$ cat src/rtl/chess_clock_pkg.sv
// Shared types and default widths for the chess clock turn scheduler.
package chess_clock_pkg;

  // Default width of the Fischer increment (seconds per completed move)
  localparam int DEF_INC_W  = 4;

  // Default width of the completed-move counter
  localparam int DEF_MOVE_W = 8;

  // Scheduler states: who is running, who is being credited, or why play is frozen
  typedef enum logic [2:0] {
    IDLE   = 3'd0,
    RUN_A  = 3'd1,
    RUN_B  = 3'd2,
    INC_A  = 3'd3,
    INC_B  = 3'd4,
    PAUSE  = 3'd5,
    FLAG_A = 3'd6,
    FLAG_B = 3'd7
  } turn_state_t;

  // Freeze controls for the two players' clock dividers
  typedef struct packed {
    logic a_stop;
    logic b_stop;
  } stop_pair_t;

  // A player's divider only runs while that player is on move and nothing else is going on
  function automatic stop_pair_t stops_for(input turn_state_t s);
    stop_pair_t p;
    p.a_stop = (s != RUN_A);
    p.b_stop = (s != RUN_B);
    return p;
  endfunction

endpackage

$ cat src/rtl/chess_turn_scheduler.sv
// Turn scheduler for a two-player chess clock: decides whose clock runs,
// credits the Fischer increment as a burst of +1 s pulses, handles pause,
// flag fall and restart. Every output is registered.
module chess_turn_scheduler
  import chess_clock_pkg::*;
#(
  parameter int p_INC_W  = DEF_INC_W,
  parameter int p_MOVE_W = DEF_MOVE_W
) (
  input  logic                i_clk,
  input  logic                i_rst,
  input  logic                i_restart,
  input  logic                i_stop,
  input  logic                i_player_a,
  input  logic                i_player_b,
  input  logic                i_player_a_zero,
  input  logic                i_player_b_zero,
  input  logic                i_player_a_full,
  input  logic                i_player_b_full,
  input  logic [p_INC_W-1:0]  i_increment,
  output logic                o_player_a_stop,
  output logic                o_player_b_stop,
  output logic                o_player_a_plus,
  output logic                o_player_b_plus,
  output logic                o_player_a_win,
  output logic                o_player_b_win,
  output logic                o_restart,
  output logic [p_MOVE_W-1:0] o_moves,
  output logic                o_busy
);

  turn_state_t         state;
  turn_state_t         state_nxt;
  logic [p_INC_W-1:0]  burst_cnt;
  logic [p_INC_W-1:0]  burst_nxt;
  logic                gap_cycle;
  logic                gap_nxt;
  logic                pause_side;
  logic                side_nxt;
  logic [p_MOVE_W-1:0] move_cnt;
  logic                count_move;
  logic                clear_moves;
  logic                plus_a_nxt;
  logic                plus_b_nxt;
  logic                restart_nxt;
  stop_pair_t          stops_nxt;
  logic                busy_nxt;
  logic                win_a_nxt;
  logic                win_b_nxt;

  // State register plus the inline burst counter, pulse spacing bit, pause side and move counter
  always_ff @(posedge i_clk) begin
    if (i_rst) begin
      state      <= IDLE;
      burst_cnt  <= '0;
      gap_cycle  <= 1'b0;
      pause_side <= 1'b0;
      move_cnt   <= '0;
    end else begin
      state      <= state_nxt;
      burst_cnt  <= burst_nxt;
      gap_cycle  <= gap_nxt;
      pause_side <= side_nxt;
      if (clear_moves) begin
        move_cnt <= '0;
      end else if (count_move && (move_cnt != '1)) begin
        move_cnt <= move_cnt + p_MOVE_W'(1);
      end
    end
  end

  // Next-state logic; restart beats flag fall beats pause beats a player's click
  always_comb begin
    state_nxt   = state;
    burst_nxt   = burst_cnt;
    gap_nxt     = gap_cycle;
    side_nxt    = pause_side;
    count_move  = 1'b0;
    clear_moves = 1'b0;
    plus_a_nxt  = 1'b0;
    plus_b_nxt  = 1'b0;
    restart_nxt = 1'b0;

    if (i_restart) begin
      state_nxt   = IDLE;
      burst_nxt   = '0;
      gap_nxt     = 1'b0;
      clear_moves = 1'b1;
      restart_nxt = 1'b1;
    end else begin
      case (state)
        IDLE: begin
          // The player who clicks first hands the move to the opponent
          if (i_player_a) begin
            state_nxt = RUN_B;
          end else if (i_player_b) begin
            state_nxt = RUN_A;
          end
        end

        RUN_A: begin
          if (i_player_a_zero) begin
            state_nxt = FLAG_A;
          end else if (i_stop) begin
            state_nxt = PAUSE;
            side_nxt  = 1'b0;
          end else if (i_player_a) begin
            if (i_increment == '0) begin
              state_nxt  = RUN_B;
              count_move = 1'b1;
            end else begin
              state_nxt = INC_A;
              burst_nxt = i_increment;
              gap_nxt   = 1'b0;
            end
          end
        end

        RUN_B: begin
          if (i_player_b_zero) begin
            state_nxt = FLAG_B;
          end else if (i_stop) begin
            state_nxt = PAUSE;
            side_nxt  = 1'b1;
          end else if (i_player_b) begin
            if (i_increment == '0) begin
              state_nxt  = RUN_A;
              count_move = 1'b1;
            end else begin
              state_nxt = INC_B;
              burst_nxt = i_increment;
              gap_nxt   = 1'b0;
            end
          end
        end

        INC_A: begin
          // Pulses go out every other cycle so the counter sees distinct edges
          if (gap_cycle) begin
            gap_nxt = 1'b0;
          end else if (i_player_a_full) begin
            state_nxt  = RUN_B;
            burst_nxt  = '0;
            count_move = 1'b1;
          end else begin
            plus_a_nxt = 1'b1;
            burst_nxt  = burst_cnt - p_INC_W'(1);
            gap_nxt    = 1'b1;
            if (burst_cnt <= p_INC_W'(1)) begin
              state_nxt  = RUN_B;
              burst_nxt  = '0;
              gap_nxt    = 1'b0;
              count_move = 1'b1;
            end
          end
        end

        INC_B: begin
          if (gap_cycle) begin
            gap_nxt = 1'b0;
          end else if (i_player_b_full) begin
            state_nxt  = RUN_A;
            burst_nxt  = '0;
            count_move = 1'b1;
          end else begin
            plus_b_nxt = 1'b1;
            burst_nxt  = burst_cnt - p_INC_W'(1);
            gap_nxt    = 1'b1;
            if (burst_cnt <= p_INC_W'(1)) begin
              state_nxt  = RUN_A;
              burst_nxt  = '0;
              gap_nxt    = 1'b0;
              count_move = 1'b1;
            end
          end
        end

        PAUSE: begin
          if (i_stop) begin
            state_nxt = pause_side ? RUN_B : RUN_A;
          end
        end

        FLAG_A, FLAG_B: begin
          state_nxt = state;
        end

        default: begin
          state_nxt = IDLE;
        end
      endcase
    end
  end

  // Output decode from the state being entered, so outputs line up with it after the register
  always_comb begin
    stops_nxt = stops_for(state_nxt);
    busy_nxt  = (state_nxt == INC_A) || (state_nxt == INC_B);
    win_a_nxt = (state_nxt == FLAG_B);
    win_b_nxt = (state_nxt == FLAG_A);
  end

  // Output register: one-cycle delay from cause to every visible output
  always_ff @(posedge i_clk) begin
    if (i_rst) begin
      o_player_a_stop <= 1'b1;
      o_player_b_stop <= 1'b1;
      o_player_a_plus <= 1'b0;
      o_player_b_plus <= 1'b0;
      o_player_a_win  <= 1'b0;
      o_player_b_win  <= 1'b0;
      o_restart       <= 1'b0;
      o_busy          <= 1'b0;
    end else begin
      o_player_a_stop <= stops_nxt.a_stop;
      o_player_b_stop <= stops_nxt.b_stop;
      o_player_a_plus <= plus_a_nxt;
      o_player_b_plus <= plus_b_nxt;
      o_player_a_win  <= win_a_nxt;
      o_player_b_win  <= win_b_nxt;
      o_restart       <= restart_nxt;
      o_busy          <= busy_nxt;
    end
  end

  assign o_moves = move_cnt;

endmodule
$ cat config.mk
export PLATFORM = sky130hd
export DESIGN_NAME = chess_turn_scheduler
export DESIGN_NICKNAME = d
export VERILOG_FILES = /design/src/rtl/chess_clock_pkg.sv /design/src/rtl/chess_turn_scheduler.sv
export SDC_FILE = /design/constraint.sdc
export NUM_CORES = 1
export LEC_CHECK = 0
export CORE_UTILIZATION = 50
export DETAILED_ROUTE_END_ITERATION = 10
export PLACE_DENSITY = 0.75
export SYNTH_ARGS = -nofsm -noshare
export SYNTH_HDL_FRONTEND = slang
export SYNTH_SLANG_ARGS = --single-unit
$ cat constraint.sdc
create_clock -name i_clk -period 3.9 [get_ports i_clk]
set_input_delay 0.39 -clock i_clk [delete_from_list [all_inputs] [get_ports i_clk]]
set_output_delay 0.39 -clock i_clk [all_outputs]
set_load 0.01 [all_outputs]
==> impl_metrics.csv <==
group,metric,value,unit
place,place_area,0.00182,mm²
global_routing,grt_pass1_wl,6.35,mm
sta,fmax,407,MHz
sta,hold_viol,0,
detailed_routing,final_antenna_net_count,0,
detailed_routing,wl,3.78,mm
power,ir_worst_vdd,0.000168,V
global_routing,first_global_vias,1405,
sta,min_period_over_period,63.0,%
critical_path,crit_slowest_cell,"dfxtp_1",
logic_synthesis,syn_nets,212,
logic_synthesis,synthCells,195,
critical_path,path_max_fanout,19,
finish,final_area,0.00185,mm²
clock_tree,clkSinkCount,25,
floorplan,coreArea,0.00285,mm²
critical_path,path_delay_family,"simple AND/OR/NAND/NOR gates",
global_routing,grt_max_degree,23,
sta,finClkSkew,0.00197,ns
floorplan,num_rows,19,
sta,post-route-min-period,2.46,ns
power,power.leakage,0.656,nW
finish,antenna_cells,0,
place,place.port_buffers,29,
clock_tree,htreeDepth,1,
sta,worst_pin_slew,0.666,ns
status,status,"finished with violations",
critical_path,criticalPathCategory,"register to register",
logic_synthesis,synth_edf_count,0,
sta,slew_headroom,55.5,%
floorplan,initial_core_util,54.6,%
global_routing,antenna_found_initial,0,
sta,timing.final.max_slew_violations,0,
logic_synthesis,synth.avg_cell_area,7.98,µm²
sta,setup_viol_count_final,0,
min_path,hold_path_class,"register to register",
critical_path,crit_path_cell_trace,"and3b_2 > a21oi_2 > o21a_1 > o21a_1 > or4_1 > a21oi_1",
logic_synthesis,async_reset_ff_share,0,%
detailed_routing,via_per_inst,6.30,
critical_path,crit_path_end_kind,"register",
clock_tree,clk_latency,0.31,ns
critical_path,critPathLaunchType,"register",
critical_path,cp.arrival,2.70,ns
logic_synthesis,syn_area,0.00156,mm²
logic_synthesis,synth_seq_cells,25,
logic_synthesis,ys_seq_area_share,32.2,%
detailed_routing,wl_per_cell,15.2,µm
power,powerDensity,259,mW/mm²
clock_tree,postCtsResizedCells,0,
place,detailed_place_hpwl,2.86,mm
floorplan,io_pins,30,
clock_tree,tritoncts,"built",
logic_synthesis,synthFlopType,"dfxtp_1",
detailed_routing,drcViolationCount,2,
detailed_routing,vias,1562,
detailed_routing,drt_first_iter_violations,124,
global_routing,grt_usage,23.9,%
critical_path,critical_path_required,4.14,ns
finish,nets,235,
finish,drive_gt1_share,4.61,%
clock_tree,postCtsHoldBufs,0,
logic_synthesis,synth_warnings,0,
detailed_routing,drtPass1Iterations,9,
floorplan,dieArea,0.00334,mm²
global_routing,grt-ovfl-total,0,
sta,fin_tns_setup,0,ns
critical_path,max_stage_delay,0.73,ns
clock_tree,cts_setup_buffers,0,
critical_path,cp.buffers_inverters,0,
critical_path,crit_path_frequent_cell,"o21a_1",
clock_tree,cts-root-buf,"clkbuf_4",
sta,rsz0062_at_grt,"false",
floorplan,die_h,57.8,µm
clock_tree,cts_max_path_buffers,2,
status,violations,"design-rule violations",
logic_synthesis,synth_cell_type_count,56,
finish,syn_to_final_growth,18.9,%
run,maxCapViolCount,0,
floorplan,die_x,57.8,µm
clock_tree,numCtsBuffers,3,
place,place_congestion,0.975,
clock_tree,cts.reportedPaths.clkPinSlew,0.13,ns
state kept, by name (all words and copies together) (netlist names):
name             count
o_player_a_stop      1
o_player_b_win       1
o_moves              8
state                3
o_player_b_plus      1
burst_cnt            4
o_player_a_plus      1
o_player_b_stop      1
pause_side           1
o_restart            1
o_player_a_win       1
gap_cycle            1
o_busy               1
metal layers:
| metal | routed length (µm) | track usage [%] |
|---|---|---|
| met1 | 1740 | 32.6 |
| met2 | 1800 | 39.5 |
| met5 | 0 | 0 |
| met4 | 25 | 7.82 |
| met3 | 214 | 2.68 |
cell families after synthesis:
kind of cell	synth area share, %
simple gates	29.0
fa+ha+maj	3.05
compound gates	28.2
buf+inv	5.63
flops	32.2
mux	1.93
through the flow:
stage	power, mW	hold slack (ns)	setup slack (ns)	std cells	util [%]
finish	0.479	0.509	1.44	248	64.9
global route	0.505	0.551	1.31	248	64.9
CTS	0.481	0.517	1.49	248	64.9
detailed placement	0.369	0.499	1.25	244	63.9
global placement	0.367	0.477	1.35	244	63.9
floorplan	0.335	0.462	1.83	195	-
area by class of cell:
class | instances | area (µm²)
sequential | 25 | 500
tap | 31 | 38.8
multi-input combinational | 152 | 968
inverter | 7 | 26.3
fill | 263 | 1000
timing repair buffer | 29 | 290
clock buffer | 4 | 26.3
final timing paths:
| path | start | end | cells past startpoint | slack (ns) |
|---|---|---|---|---|
| max | state[0]$_SDFF_PP0_ | o_moves[4]$_SDFFE_PP0P_ | 6 | 1.44 |
| min | o_moves[5]$_SDFFE_PP0P_ | o_moves[5]$_SDFFE_PP0P_ | 2 | 0.51 |
| max reg2reg | state[0]$_SDFF_PP0_ | o_moves[4]$_SDFFE_PP0P_ | 6 | 1.44 |
| min reg2reg | o_moves[5]$_SDFFE_PP0P_ | o_moves[5]$_SDFFE_PP0P_ | 2 | 0.51 |
cells in the mapped netlist, types with 4 or more instances:
| cell | n | area share, % |
|---|---|---|
| nand2_1 | 15 | 3.6 |
| nor2_1 | 18 | 4.3 |
| inv_1 | 6 | 1.4 |
| clkbuf_1 | 4 | 0.96 |
| buf_2 | 4 | 1.3 |
| o21ai_0 | 5 | 1.6 |
| o211ai_1 | 5 | 2.4 |
| nand3_1 | 9 | 2.9 |
| or3_1 | 4 | 1.6 |
| o21ai_1 | 8 | 2.6 |
| nand3b_1 | 4 | 1.9 |
| a211oi_1 | 6 | 2.9 |
| dfxtp_1 | 25 | 32 |
| a21oi_1 | 11 | 3.5 |
| o21a_1 | 4 | 1.9 |
| nor2b_1 | 4 | 1.6 |
power breakdown:
group          leakage [nW]  total [mW]  switching [mW]  internal [mW]
logic                 0.438      0.0958          0.0534         0.0424
registers             0.202       0.269         0.00894          0.261
clock network        0.0150       0.114          0.0736         0.0399
total                 0.656       0.479           0.136          0.343
worst min-delay path, delay by kind of cell, from the launching register on:
| family | cells | cell delay, ns |
|---|---|---|
| multiplexers | 1 | 0.06 |
| AND/OR/NAND/NOR | 1 | 0.06 |
| flip-flops | 1 | 0.36 |
cell usage in the layout, fill, tap and decap left out, types with 2 or more instances in the layout:
master / n
ha_1: 3
or4_1: 3
nand2_1: 15
a211oi_1: 6
a21o_1: 3
inv_1: 6
o211ai_1: 5
a21oi_1: 11
and3_1: 2
nand2b_1: 2
clkdlybuf4s50_1: 29
a22o_1: 2
dfxtp_1: 25
nor4_1: 3
nor2_1: 18
nand3b_1: 4
o31ai_1: 2
or3_1: 4
o21a_1: 4
o21ai_0: 5
nor3_1: 3
a22oi_1: 2
a31oi_1: 2
a31o_1: 2
nor2b_1: 4
o21ai_1: 8
nand3_1: 9
mux2i_1: 3
nor4b_1: 2
or2_1: 3
clkbuf_4: 3
Note: power is estimated with default switching activity, not from simulation.
